===== src/rtl/noc_pkg.sv =====
// Shared NoC definitions: flit/header geometry and GPU <-> router address mapping.
package noc_pkg;

    localparam int DATA_W   = 16;
    localparam int HEADER_W = 6;
    localparam int GROUP_W  = 4;
    localparam int LEAF_W   = 2;

    localparam logic [HEADER_W-1:0] ADDR_INVALID = 6'b000000;

    // GPU ids 1..32 map to router addresses 4..35; anything else is unroutable.
    function automatic logic [HEADER_W-1:0] gpu_to_addr(input int unsigned id);
        if (id >= 1 && id <= 32) return HEADER_W'(id + 3);
        return ADDR_INVALID;
    endfunction

    function automatic int unsigned addr_to_gpu(input logic [HEADER_W-1:0] addr);
        if (addr >= 6'd4 && addr <= 6'd35) return 32'(addr) - 32'd3;
        return 0;
    endfunction

endpackage


===== src/rtl/noc_leaf_port_if.sv =====
// NI-side and group-switch-side signals of one leaf port.
interface noc_leaf_port_if #(
    parameter int DATA_W = 16
);
    logic [DATA_W-1:0] ni_data_in;
    logic              ni_valid_in;
    logic              ni_ready_out;
    logic [DATA_W-1:0] ni_data_out;
    logic              ni_valid_out;
    logic [DATA_W-1:0] up_data_out;
    logic              up_valid_out;
    logic              up_ready_in;
    logic [DATA_W-1:0] up_data_in;
    logic              up_valid_in;
    logic              up_ready_out;
    logic [7:0]        drop_count;
    logic              err_overflow;

    // Environment side: NI plus group switch.
    modport master (
        output ni_data_in, ni_valid_in, up_ready_in, up_data_in, up_valid_in,
        input  ni_ready_out, ni_data_out, ni_valid_out, up_data_out, up_valid_out,
        input  up_ready_out, drop_count, err_overflow
    );

    // Leaf port side.
    modport slave (
        input  ni_data_in, ni_valid_in, up_ready_in, up_data_in, up_valid_in,
        output ni_ready_out, ni_data_out, ni_valid_out, up_data_out, up_valid_out,
        output up_ready_out, drop_count, err_overflow
    );
endinterface


===== src/rtl/noc_flit_fifo.sv =====
// Show-ahead synchronous FIFO; the head entry is always visible on o_data.
module noc_flit_fifo #(
    parameter int WIDTH = 16,
    parameter int DEPTH = 4
) (
    input  logic                   clk,
    input  logic                   rst_n,
    input  logic                   i_push,
    input  logic [WIDTH-1:0]       i_data,
    input  logic                   i_pop,
    output logic [WIDTH-1:0]       o_data,
    output logic [$clog2(DEPTH):0] o_count
);
    localparam int AW = $clog2(DEPTH);

    logic [WIDTH-1:0] r_mem [DEPTH];
    logic [AW-1:0]    r_wr_ptr;
    logic [AW-1:0]    r_rd_ptr;
    logic [AW:0]      r_count;
    logic             w_push;
    logic             w_pop;

    // Ignore pushes when full and pops when empty.
    always_comb begin
        w_push = i_push && (int'(r_count) < DEPTH);
        w_pop  = i_pop && (r_count != '0);
    end

    // Storage array, data only: no reset needed.
    always_ff @(posedge clk) begin
        if (w_push) r_mem[r_wr_ptr] <= i_data;
    end

    // Pointers wrap naturally at the power-of-two depth; count disambiguates full/empty.
    always_ff @(posedge clk or negedge rst_n) begin
        if (!rst_n) begin
            r_wr_ptr <= '0;
            r_rd_ptr <= '0;
            r_count  <= '0;
        end else begin
            if (w_push) r_wr_ptr <= r_wr_ptr + 1'b1;
            if (w_pop)  r_rd_ptr <= r_rd_ptr + 1'b1;
            case ({w_push, w_pop})
                2'b10:   r_count <= r_count + 1'b1;
                2'b01:   r_count <= r_count - 1'b1;
                default: ;
            endcase
        end
    end

    assign o_data  = r_mem[r_rd_ptr];
    assign o_count = r_count;
endmodule


===== src/rtl/noc_leaf_port.sv =====
// Router leaf port: NI ingress with header decode, uplink register, eject arbitration.
module noc_leaf_port #(
    parameter int         DATA_W     = 16,
    parameter int         HEADER_W   = 6,
    parameter logic [3:0] GROUP_ID   = 4'd5,
    parameter logic [1:0] LEAF_ID    = 2'd0,
    parameter int         FIFO_DEPTH = 4
) (
    input  logic           clk,
    input  logic           reset,
    noc_leaf_port_if.slave bus
);
    import noc_pkg::*;

    localparam int CW = $clog2(FIFO_DEPTH) + 1;
    localparam logic [HEADER_W-1:0] LOCAL = {GROUP_ID, LEAF_ID};

    function automatic logic [HEADER_W-1:0] hdr_of(input logic [DATA_W-1:0] f);
        return f[DATA_W-1 -: HEADER_W];
    endfunction

    function automatic logic [7:0] sat_add(input logic [7:0] a, input logic [1:0] b);
        logic [8:0] s;
        s = {1'b0, a} + {7'b0, b};
        return s[8] ? 8'hFF : s[7:0];
    endfunction

    logic [DATA_W-1:0] w_in_head, w_ej_head;
    logic [CW-1:0]     w_in_count, w_ej_count;
    logic              w_in_empty, w_in_full, w_ej_empty, w_ej_full;
    logic              w_ni_ready, w_up_ready, w_in_push, w_in_pop, w_ej_push, w_ej_pop;
    logic              w_dn_acc, w_drop_ovf, w_drop_mis;
    logic              w_head_lb, w_head_up, w_head_inv, w_load_ok, w_gnt_dn, w_gnt_lb;
    logic [1:0]        w_drops;

    logic              r_inflight, r_prio, r_err_ovf;
    logic [7:0]        r_drop_count;
    logic              r_up_vld_p1, r_ej_vld_p1;
    logic [DATA_W-1:0] r_up_data_p1, r_ej_data_p1;

    noc_flit_fifo #(.WIDTH(DATA_W), .DEPTH(FIFO_DEPTH)) u_ingress (
        .clk(clk), .rst_n(reset), .i_push(w_in_push), .i_data(bus.ni_data_in),
        .i_pop(w_in_pop), .o_data(w_in_head), .o_count(w_in_count)
    );

    noc_flit_fifo #(.WIDTH(DATA_W), .DEPTH(FIFO_DEPTH)) u_eject (
        .clk(clk), .rst_n(reset), .i_push(w_ej_push), .i_data(bus.up_data_in),
        .i_pop(w_ej_pop), .o_data(w_ej_head), .o_count(w_ej_count)
    );

    // Flow control, head decode, eject arbitration and drop accounting.
    always_comb begin
        w_in_empty = (w_in_count == '0);
        w_in_full  = (int'(w_in_count) == FIFO_DEPTH);
        w_ej_empty = (w_ej_count == '0);
        w_ej_full  = (int'(w_ej_count) == FIFO_DEPTH);
        // Reserve a slot for the flit the NI may send in answer to last cycle's ready.
        w_ni_ready = reset && ((int'(w_in_count) + int'(r_inflight)) < FIFO_DEPTH);
        w_up_ready = reset && !w_ej_full;
        w_in_push  = bus.ni_valid_in && !w_in_full;
        w_drop_ovf = bus.ni_valid_in && w_in_full;
        w_head_inv = !w_in_empty && (hdr_of(w_in_head) == ADDR_INVALID);
        w_head_lb  = !w_in_empty && (hdr_of(w_in_head) == LOCAL);
        w_head_up  = !w_in_empty && !w_head_inv && !w_head_lb;
        w_load_ok  = !r_up_vld_p1 || bus.up_ready_in;
        // r_prio == 0 favours the downlink side.
        w_gnt_dn   = !w_ej_empty && (!w_head_lb || !r_prio);
        w_gnt_lb   = w_head_lb && !w_gnt_dn;
        w_in_pop   = w_head_inv || w_gnt_lb || (w_head_up && w_load_ok);
        w_ej_pop   = w_gnt_dn;
        w_dn_acc   = bus.up_valid_in && w_up_ready;
        w_ej_push  = w_dn_acc && (hdr_of(bus.up_data_in) == LOCAL);
        w_drop_mis = w_dn_acc && (hdr_of(bus.up_data_in) != LOCAL);
        w_drops    = {1'b0, w_drop_ovf} + {1'b0, w_head_inv} + {1'b0, w_drop_mis};
    end

    // Control state: inflight slot, arbiter priority, error/drop statistics.
    always_ff @(posedge clk or negedge reset) begin
        if (!reset) begin
            r_inflight   <= 1'b0;
            r_prio       <= 1'b0;
            r_err_ovf    <= 1'b0;
            r_drop_count <= 8'd0;
        end else begin
            r_inflight   <= w_ni_ready;
            if (w_head_lb && !w_ej_empty) r_prio <= ~r_prio;
            if (w_drop_ovf) r_err_ovf <= 1'b1;
            r_drop_count <= sat_add(r_drop_count, w_drops);
        end
    end

    // Stage p1, uplink: reload whenever the register is empty or being drained.
    always_ff @(posedge clk or negedge reset) begin
        if (!reset) begin
            r_up_vld_p1  <= 1'b0;
            r_up_data_p1 <= '0;
        end else if (w_load_ok) begin
            r_up_vld_p1 <= w_head_up;
            if (w_head_up) r_up_data_p1 <= w_in_head;
        end
    end

    // Stage p1, eject: one-cycle pulse carrying the granted flit.
    always_ff @(posedge clk or negedge reset) begin
        if (!reset) begin
            r_ej_vld_p1  <= 1'b0;
            r_ej_data_p1 <= '0;
        end else begin
            r_ej_vld_p1 <= w_gnt_dn || w_gnt_lb;
            if (w_gnt_dn)      r_ej_data_p1 <= w_ej_head;
            else if (w_gnt_lb) r_ej_data_p1 <= w_in_head;
        end
    end

    assign bus.ni_ready_out = w_ni_ready;
    assign bus.up_ready_out = w_up_ready;
    assign bus.up_valid_out = r_up_vld_p1;
    assign bus.up_data_out  = r_up_data_p1;
    assign bus.ni_valid_out = r_ej_vld_p1;
    assign bus.ni_data_out  = r_ej_data_p1;
    assign bus.drop_count   = r_drop_count;
    assign bus.err_overflow = r_err_ovf;
endmodule


===== src/flat_wrapper.sv =====
// flat-port wrapper written by rule: the top's interface ports become plain ports
module noc_leaf_port_flat import noc_pkg::*;
#(
    parameter int         DATA_W     = 16,
    parameter int         HEADER_W   = 6,
    parameter logic [3:0] GROUP_ID   = 4'd5,
    parameter logic [1:0] LEAF_ID    = 2'd0,
    parameter int         FIFO_DEPTH = 4
)
  (clk, reset, bus_ni_data_in, bus_ni_valid_in, bus_up_ready_in, bus_up_data_in, bus_up_valid_in, bus_ni_ready_out, bus_ni_data_out, bus_ni_valid_out, bus_up_data_out, bus_up_valid_out, bus_up_ready_out, bus_drop_count, bus_err_overflow);
  noc_leaf_port_if #(.DATA_W(DATA_W)) bus_i ();
  input  logic clk;
  input  logic reset;
  input wire logic [$bits(bus_i.ni_data_in)-1:0] bus_ni_data_in;
  input wire logic [$bits(bus_i.ni_valid_in)-1:0] bus_ni_valid_in;
  input wire logic [$bits(bus_i.up_ready_in)-1:0] bus_up_ready_in;
  input wire logic [$bits(bus_i.up_data_in)-1:0] bus_up_data_in;
  input wire logic [$bits(bus_i.up_valid_in)-1:0] bus_up_valid_in;
  output wire logic [$bits(bus_i.ni_ready_out)-1:0] bus_ni_ready_out;
  output wire logic [$bits(bus_i.ni_data_out)-1:0] bus_ni_data_out;
  output wire logic [$bits(bus_i.ni_valid_out)-1:0] bus_ni_valid_out;
  output wire logic [$bits(bus_i.up_data_out)-1:0] bus_up_data_out;
  output wire logic [$bits(bus_i.up_valid_out)-1:0] bus_up_valid_out;
  output wire logic [$bits(bus_i.up_ready_out)-1:0] bus_up_ready_out;
  output wire logic [$bits(bus_i.drop_count)-1:0] bus_drop_count;
  output wire logic [$bits(bus_i.err_overflow)-1:0] bus_err_overflow;
  assign bus_i.ni_data_in = bus_ni_data_in;
  assign bus_i.ni_valid_in = bus_ni_valid_in;
  assign bus_i.up_ready_in = bus_up_ready_in;
  assign bus_i.up_data_in = bus_up_data_in;
  assign bus_i.up_valid_in = bus_up_valid_in;
  assign bus_ni_ready_out = bus_i.ni_ready_out;
  assign bus_ni_data_out = bus_i.ni_data_out;
  assign bus_ni_valid_out = bus_i.ni_valid_out;
  assign bus_up_data_out = bus_i.up_data_out;
  assign bus_up_valid_out = bus_i.up_valid_out;
  assign bus_up_ready_out = bus_i.up_ready_out;
  assign bus_drop_count = bus_i.drop_count;
  assign bus_err_overflow = bus_i.err_overflow;
  noc_leaf_port #(.DATA_W(DATA_W), .HEADER_W(HEADER_W), .GROUP_ID(GROUP_ID), .LEAF_ID(LEAF_ID), .FIFO_DEPTH(FIFO_DEPTH)) u_core (.clk(clk), .reset(reset), .bus(bus_i));
endmodule

===== config.mk =====
export PLATFORM = sky130hd
export DESIGN_NAME = noc_leaf_port_flat
export DESIGN_NICKNAME = d
export VERILOG_FILES = /design/src/rtl/noc_pkg.sv /design/src/rtl/noc_leaf_port_if.sv /design/src/rtl/noc_flit_fifo.sv /design/src/rtl/noc_leaf_port.sv /design/src/flat_wrapper.sv
export SDC_FILE = /design/constraint.sdc
export NUM_CORES = 1
export LEC_CHECK = 0
export CAP_MARGIN = 20
export CORE_ASPECT_RATIO = 1.5
export CORE_UTILIZATION = 30
export DETAILED_ROUTE_END_ITERATION = 12
export PLACE_DENSITY = 0.59
export SLEW_MARGIN = 20
export SYNTH_ARGS = -nofsm -noshare
export SYNTH_HDL_FRONTEND = slang
export SYNTH_SLANG_ARGS = --single-unit

===== constraint.sdc =====
create_clock -name clk -period 3.8 [get_ports clk]
set_input_delay 0.95 -clock clk [delete_from_list [all_inputs] [get_ports clk]]
set_output_delay 0.95 -clock clk [all_outputs]
set_load 0.03 [all_outputs]

==> results of run 1 <==
-- worst max-delay path by stage --
stage | startpoint | to | depth (start not counted)
3_5_place_dp | bus_up_data_in[10] | u_core.bus.drop_count[4]$_DFF_PN0_ | 13
4_1_cts | u_core.u_ingress.r_rd_ptr[0]$_DFFE_PN0P_ | u_core.bus.drop_count[4]$_DFF_PN0_ | 11
2_1_floorplan | reset | u_core.bus.drop_count[4]$_DFF_PN0_ | 10
6_report | bus_up_data_in[10] | u_core.bus.drop_count[4]$_DFF_PN0_ | 13
5_1_grt | bus_up_data_in[11] | u_core.bus.drop_count[4]$_DFF_PN0_ | 13
3_3_place_gp | bus_up_data_in[10] | u_core.bus.drop_count[4]$_DFF_PN0_ | 13
-- cells by family (layout without fill, tap and decap cells) --
family | count (synthesis) | count (layout) | synth area share, %
AO/OA/AOI/OAI | 29 | 29 | 3.55
XOR/XNOR | 17 | 17 | 2.00
adder cells (fa/ha/maj) | 16 | 16 | 3.10
buffers and inverters | 29 | 153 | 2.27
flip-flops | 187 | 187 | 71.5
multiplexers | 51 | 51 | 12.7
AND/OR/NAND/NOR | 63 | 63 | 4.80
-- cell type report --
type / count / area share (%)
flip-flops and latches: 187 / 56.8
multi-input cells: 176 / 20.8
repair buffers: 107 / 10.9
clock buffers: 17 / 4.54
well taps: 324 / 4.32
clock inverters: 15 / 2.18
inverters: 14 / 0.560
-- layer usage --
| layer | routed length (um) | vias to the layer above | global-route usage, % |
|---|---|---|---|
| li1 | - | 1735 | - |
| met5 | 0 | - | 0 |
| met1 | 5900 | 1988 | 14.5 |
| met3 | 533 | 20 | 2.97 |
| met4 | 379 | 0 | 6.00 |
| met2 | 8450 | 69 | 23.5 |
-- registers in the layout, indices dropped and copies added, names as in the netlist --
register                   cells
u_core.r_prio                  1
u_core.bus.up_valid_out        1
u_core.bus.err_overflow        1
u_core.r_inflight              1
u_core.bus.ni_data_out        16
u_core.u_eject.r_wr_ptr        2
u_core.u_ingress.r_rd_ptr      2
u_core.u_eject.r_rd_ptr        2
u_core.u_eject.o_count         3
u_core.bus.up_data_out        16
u_core.u_ingress.r_wr_ptr      2
u_core.u_ingress.o_count       3
u_core.bus.ni_valid_out        1
u_core.u_ingress.r_mem        64
u_core.u_eject.r_mem          64
u_core.bus.drop_count          8
-- power breakdown --
group	total (mW)	internal (mW)	switching, mW
sequential	2.96	2.60	0.359
clock	1.83	1.01	0.829
combinational	2.59	1.29	1.30
total	7.38	4.89	2.49
-- layout by cell type, fill, tap and decap left out, drive strengths merged, types with 2 or more instances in the layout --
master / n
a21oi: 4
a221o: 12
a22o: 4
a31oi: 2
and2: 20
and3: 2
buf: 29
bufinv: 2
clkbuf: 17
clkdlybuf4s50: 78
clkinv: 6
clkinvlp: 2
dfrtp: 59
edfxtp: 128
fa: 4
ha: 12
inv: 19
mux2: 17
mux2i: 2
mux4: 32
nand2: 17
nand2b: 3
nand3: 2
nor2: 7
nor2b: 2
nor3: 3
o21ai: 3
or3: 2
xnor2: 9
xor2: 8
-- worst max-delay path: cells and delay by family --
kind | cells | cell delay, ns
compound gates | 1 | 0.14
fa+ha+maj | 3 | 1.04
buf+inv | 3 | 0.76
simple gates | 6 | 0.95
-- through the flow --
| step | instance area [sq um] | std cells | total power, mW |
|---|---|---|---|
| 2_1_floorplan | 7440 | 392 | 4.67 |
| 4_1_cts | 9380 | 840 | 7.50 |
| 3_5_place_dp | 8750 | 808 | 5.65 |
| 6_report | 9380 | 840 | 7.38 |
| 5_1_grt | 9380 | 840 | 7.76 |
| 3_3_place_gp | 8750 | 808 | 5.57 |
==> results by group, run 1 <==
GRT
  • First-pass GRT wire length: 23900 um
  • Largest net degree at the start of global routing: 61
  • GRT Total Usage: 13.1%
  • Initial antenna violation count: 0
  • Total grt overflow: 0
  • Via count of the first global-routing pass: 4230

Route
  • Via density: 4.54
  • Post-Route WL: 15300 um
  • Initial DRT Pass Iterations: 4
  • Antenna Nets Post-Route: 0
  • Residual DRC: 0
  • Vias: 3812
  • WL/cell: 18.2 um
  • Initial detailed-routing violation count: 134

STA
  • Slew @ Worst Pin: 0.983 ns
  • Final setup vio count: 0
  • Clock Skews: 0.0143 ns
  • Final Hold Viols: 0
  • Min Hold Slack: 0.481 ns
  • RSZ-0062 raised after global routing: no
  • Fin. max-slew vios: 0
  • Slew HR: 34.5%
  • Period utilisation layout: 93.8%
  • Final WS setup: 0.234 ns
  • F_max: 280 MHz
  • Final min period: 3.57 ns
  • Setup TNS Final: 0 ns

Yosys
  • Flops & latches, synth: 187
  • Register area share after synthesis: 71.5%
  • Synth async-reset ratio: 31.6%
  • Post-synth top cells: edfxtp_1, dfrtp_1, mux4_2
  • Yosys warning count: 0
  • Avg Inst Size Synth: 19.0 sq um
  • Most common cell in the netlist: edfxtp_1
  • EDFF count, synth: 128
  • Largest cells by area after synthesis: edfxtp_1, dfrtp_1, mux4_2
  • Synth Flop Type: edfxtp_1
  • Syn_nets: 445
  • Synth unique cells: 47
  • Area of the mapped netlist: 0.00744 sq mm
  • Post-synth top area share: 51.7%
  • Yosys top cell by area: edfxtp_1
  • Mapped Cells: 392

Floorplan
  • CORE AREA: 0.0243 sq mm
  • Initial Util: 30.5%
  • # rows: 70
  • Area of the die: 0.0254 sq mm
  • Chip width: 131 um
  • Ports: 82
  • Chip height: 195 um

Finish
  • Register area: 0.00532 sq mm
  • Final antenna diode count: 0
  • Final net count: 556
  • Ratio of cells with drive above 1 in the final layout: 24.4%
  • Layout Utilization: 38.5%
  • Fillers: 2291
  • Area of the multi-input gates: 0.00195 sq mm
  • Area grow syn2layout: 26.1%

CTS
  • Hold Buf Count CTS: 0
  • TritonCTS clock tree: done
  • Post_cts resized: 0
  • Clock Tree Buf Depth: 2
  • Clk slew on worst S/H paths: 0.07 ns
  • Clock Latency Late Sink: 0.43 ns
  • CTS buffer count: 17
  • Postcts setup bufs: 0
  • Clk sinks: 187
  • Root buf cell: clkbuf_16
  • H-tree level count: 4

Critical path
  • Kind of critical path: primary input to flop
  • CP arrival: 3.86 ns
  • Reg2reg start: u_core.u_ingress.r_rd_ptr[0]$_DFFE_PN0P_
  • FF-to-FF path depth: 11
  • Slowest CP cell: clkdlybuf4s50_1
  • R2r endpoint: u_core.bus.drop_count[4]$_DFF_PN0_
  • Crit path cell chain: clkdlybuf4s50_1, nor4b_1, buf_4, nand3b_1, buf_4, and3_1, fa_1, ha_1, fa_1, nand2_1, nor2_1, nand4_1, o21ai_0
  • Largest stage delay, worst path: 0.43 ns
  • Crit Path Max Fanout: 6
  • CP Data Required Time: 4.09 ns
  • Worst Setup Start Kind: primary input
  • CP Capture Type: flop
  • R2r setup slk: 0.29 ns

Run status
  • Status: finished clean

Placed design
  • Routability Congestion: 0.760
  • HPWL after detailed placement: 10800 um
  • IO Port Bufs: 81
  • DP Worst Slack: -0.219 ns

Worst hold path
  • Hold Path Origin: u_core.bus.err_overflow$_DFFE_PN0P_
  • Min-Delay Endpoint: u_core.bus.err_overflow$_DFFE_PN0P_
  • Hold Crit Class: flop to flop
  • Hold Crit Depth: 1

Power
  • Peak VDD IR: 0.000384 V
  • Leak: 3.39 nW
  • Pwr Density: 787 mW/mm^2

Job
  • Total of max-cap violations: 0
Note: power is estimated with default switching activity, not from simulation.
==> inputs of run 2 (changes only) <==
--- a/config.mk
+++ b/config.mk
@@ -10,6 +10,7 @@
 export CORE_UTILIZATION = 30
 export DETAILED_ROUTE_END_ITERATION = 12
 export PLACE_DENSITY = 0.59
+export SETUP_SLACK_MARGIN = 0.1
 export SLEW_MARGIN = 20
 export SYNTH_ARGS = -nofsm -noshare
 export SYNTH_HDL_FRONTEND = slang
==> run 2 against run 1 <==
Against the previous run:
- first-iteration DRC count grew 13%
- non-clock buffer count is the same
- routed wire length shrank 0.23%
- setup slack gained 0.064 ns
- via count shrank 0.21%
- clock-buffer cell count is the same
- global-route usage is the same
- hold slack is essentially flat
- highest routed layer unchanged
==> results by group, run 2 (synthesis gave the netlist of run 1 again) <==
Run status
  • Status: finished clean

Floorplan
  • Chip width: 131 um (unchanged)
  • Initial Util: 30.5% (unchanged)
  • CORE AREA: 0.0243 sq mm (unchanged)
  • Area of the die: 0.0254 sq mm (unchanged)
  • # rows: 70 (unchanged)
  • Chip height: 195 um (unchanged)
  • Ports: 82 (unchanged)

Route
  • Post-Route WL: 15200 um (-0.23%)
  • Residual DRC: 0 (unchanged)
  • Antenna Nets Post-Route: 0 (unchanged)
  • Via density: 4.53 (-0.21%)
  • Initial detailed-routing violation count: 151 (+13%)
  • Initial DRT Pass Iterations: 4 (unchanged)
  • WL/cell: 18.1 um (-0.23%)
  • Vias: 3804 (-0.21%)

STA
  • Period utilisation layout: 92.1% (-1.7 points)
  • Setup TNS Final: 0 ns (unchanged)
  • Clock Skews: 0.0163 ns (+0.00202 ns)
  • Slew @ Worst Pin: 0.983 ns (+0.000321 ns)
  • Slew HR: 34.4% (about the same)
  • Final min period: 3.50 ns (-0.0638 ns)
  • Final Hold Viols: 0 (unchanged)
  • Min Hold Slack: 0.481 ns (-0.0000400 ns)
  • Final setup vio count: 0 (unchanged)
  • F_max: 286 MHz (+1.8%)
  • Fin. max-slew vios: 0 (unchanged)
  • RSZ-0062 raised after global routing: no

Critical path
  • CP bufs+invs: 3 (unchanged)
  • CP arrival: 3.80 ns (-0.06 ns)
  • Largest stage delay, worst path: 0.43 ns (about the same)
  • Crit Path Max Fanout: 6 (unchanged)
  • CP Data Required Time: 4.10 ns (about the same)
  • Crit path cell chain: clkdlybuf4s50_1, nor4b_2, buf_4, nand3b_1, buf_4, and3_1, fa_1, ha_1, fa_1, nand2_1, nor2_2, nand4_1, o21ai_1
  • Worst Setup Start Kind: primary input
  • Slowest CP cell: clkdlybuf4s50_1
  • CP Capture Type: flop
  • Worst path top cell family by delay: adder cells
  • Kind of critical path: primary input to flop

GRT
  • GRT Total Usage: 13.1% (unchanged)
  • Largest net degree at the start of global routing: 61 (unchanged)
  • Initial antenna violation count: 0 (unchanged)
  • Via count of the first global-routing pass: 4230 (unchanged)
  • First-pass GRT wire length: 23900 um (unchanged)
  • Total grt overflow: 0 (unchanged)

Worst hold path
  • Hold Crit Class: flop to flop

CTS
  • Clock Tree Buf Depth: 2 (unchanged)
  • Root buf cell: clkbuf_16
  • TritonCTS clock tree: done
  • Clock Latency Late Sink: 0.43 ns (about the same)
  • CTS buffer count: 17 (unchanged)
  • Postcts setup bufs: 0 (unchanged)
  • H-tree level count: 4 (unchanged)
  • Clk slew on worst S/H paths: 0.07 ns (about the same)
  • Clk sinks: 187 (unchanged)

Finish
  • Layout Utilization: 38.5% (about the same)
  • Fillers: 2291 (unchanged)
  • Final antenna diode count: 0 (unchanged)
  • Commonest non-fill, non-tap cell in the layout: edfxtp_1
  • Area grow syn2layout: 26.2% (about the same)
  • Final net count: 556 (unchanged)
  • Largest regs: u_core.u_eject.r_mem (64), u_core.u_ingress.r_mem (64)
  • Cell Count, Final, Fillers Out: 840 (unchanged)
  • Ratio of cells with drive above 1 in the final layout: 24.8% (+0.39 points)
  • Commonest cells after routing, fill and taps aside: edfxtp_1, clkdlybuf4s50_1, dfrtp_1, mux4_2, buf_4

Placed design
  • IO Port Bufs: 81 (unchanged)
  • HPWL after detailed placement: 10800 um (unchanged)
  • Placed insts: 808 (unchanged)
  • Routability Congestion: 0.760 (unchanged)

Job
  • Total of max-cap violations: 0 (unchanged)

Power
  • Pwr Density: 786 mW/mm^2 (-0.11%)
  • Peak VDD IR: 0.000382 V (-0.34%)
  • Tot Pwr: 7.38 mW (about the same)
  • Leak: 3.39 nW (about the same)
## run 2: cell counts in the layout (fill, tap and decap cells not counted)
Identical to the previous run, type by type.
## run 2: path summary, 6_finish.rpt
check / startpoint / endpoint / slack [ns] / depth (start not counted)
worst max-delay path: bus_up_data_in[11] / u_core.bus.drop_count[4]$_DFF_PN0_ / 0.30 / 13
worst min-delay path: u_core.bus.err_overflow$_DFFE_PN0P_ / u_core.bus.err_overflow$_DFFE_PN0P_ / 0.48 / 1
worst max register to register: u_core.u_ingress.r_rd_ptr[0]$_DFFE_PN0P_ / u_core.bus.drop_count[4]$_DFF_PN0_ / 0.33 / 11
worst min register to register: u_core.bus.err_overflow$_DFFE_PN0P_ / u_core.bus.err_overflow$_DFFE_PN0P_ / 0.48 / 1
max in group asynchronous: reset / u_core.u_ingress.r_rd_ptr[0]$_DFFE_PN0P_ / 2.48 / 2
min in group asynchronous: reset / u_core.u_eject.r_wr_ptr[0]$_DFFE_PN0P_ / 0.72 / 2
## run 2: area by class of cell
class,instances,area (sq um),area share [%]
repair buffers,107,1020,10.9
flip-flops and latches,187,5320,56.7
well taps,324,405,4.32
clock inverters,15,204,2.17
clock buffers,17,425,4.53
multi-input cells,176,1960,20.8
inverters,14,52.6,0.560
## run 2: power by group
part	switching, mW	total (mW)	internal (mW)
sequential	0.359	2.95	2.60
clock	0.827	1.83	1.01
combinational	1.30	2.59	1.29
total	2.49	7.38	4.89
## run 2: per-stage QoR
stage          setup slack (ns)  area, sq um
5_1_grt                   0.128         9390
4_1_cts                   0.156         9380
6_report                  0.298         9390
2_1_floorplan             0.421         7440
3_3_place_gp             -0.172         8750
3_5_place_dp             -0.219         8750
## run 2: what timing repair did
action                     CTS  global route
hold buffers                 0             0
gates resized for setup      0             4
setup endpoints to repair    0             7
## run 2: layer usage
layer | up-vias | GRT usage (%) | wire (um)
met2 | 74 | 23.5 | 8470
met5 | - | 0 | 0
met4 | 0 | 6.00 | 359
met3 | 19 | 2.97 | 507
li1 | 1734 | - | -
met1 | 1977 | 14.5 | 5890
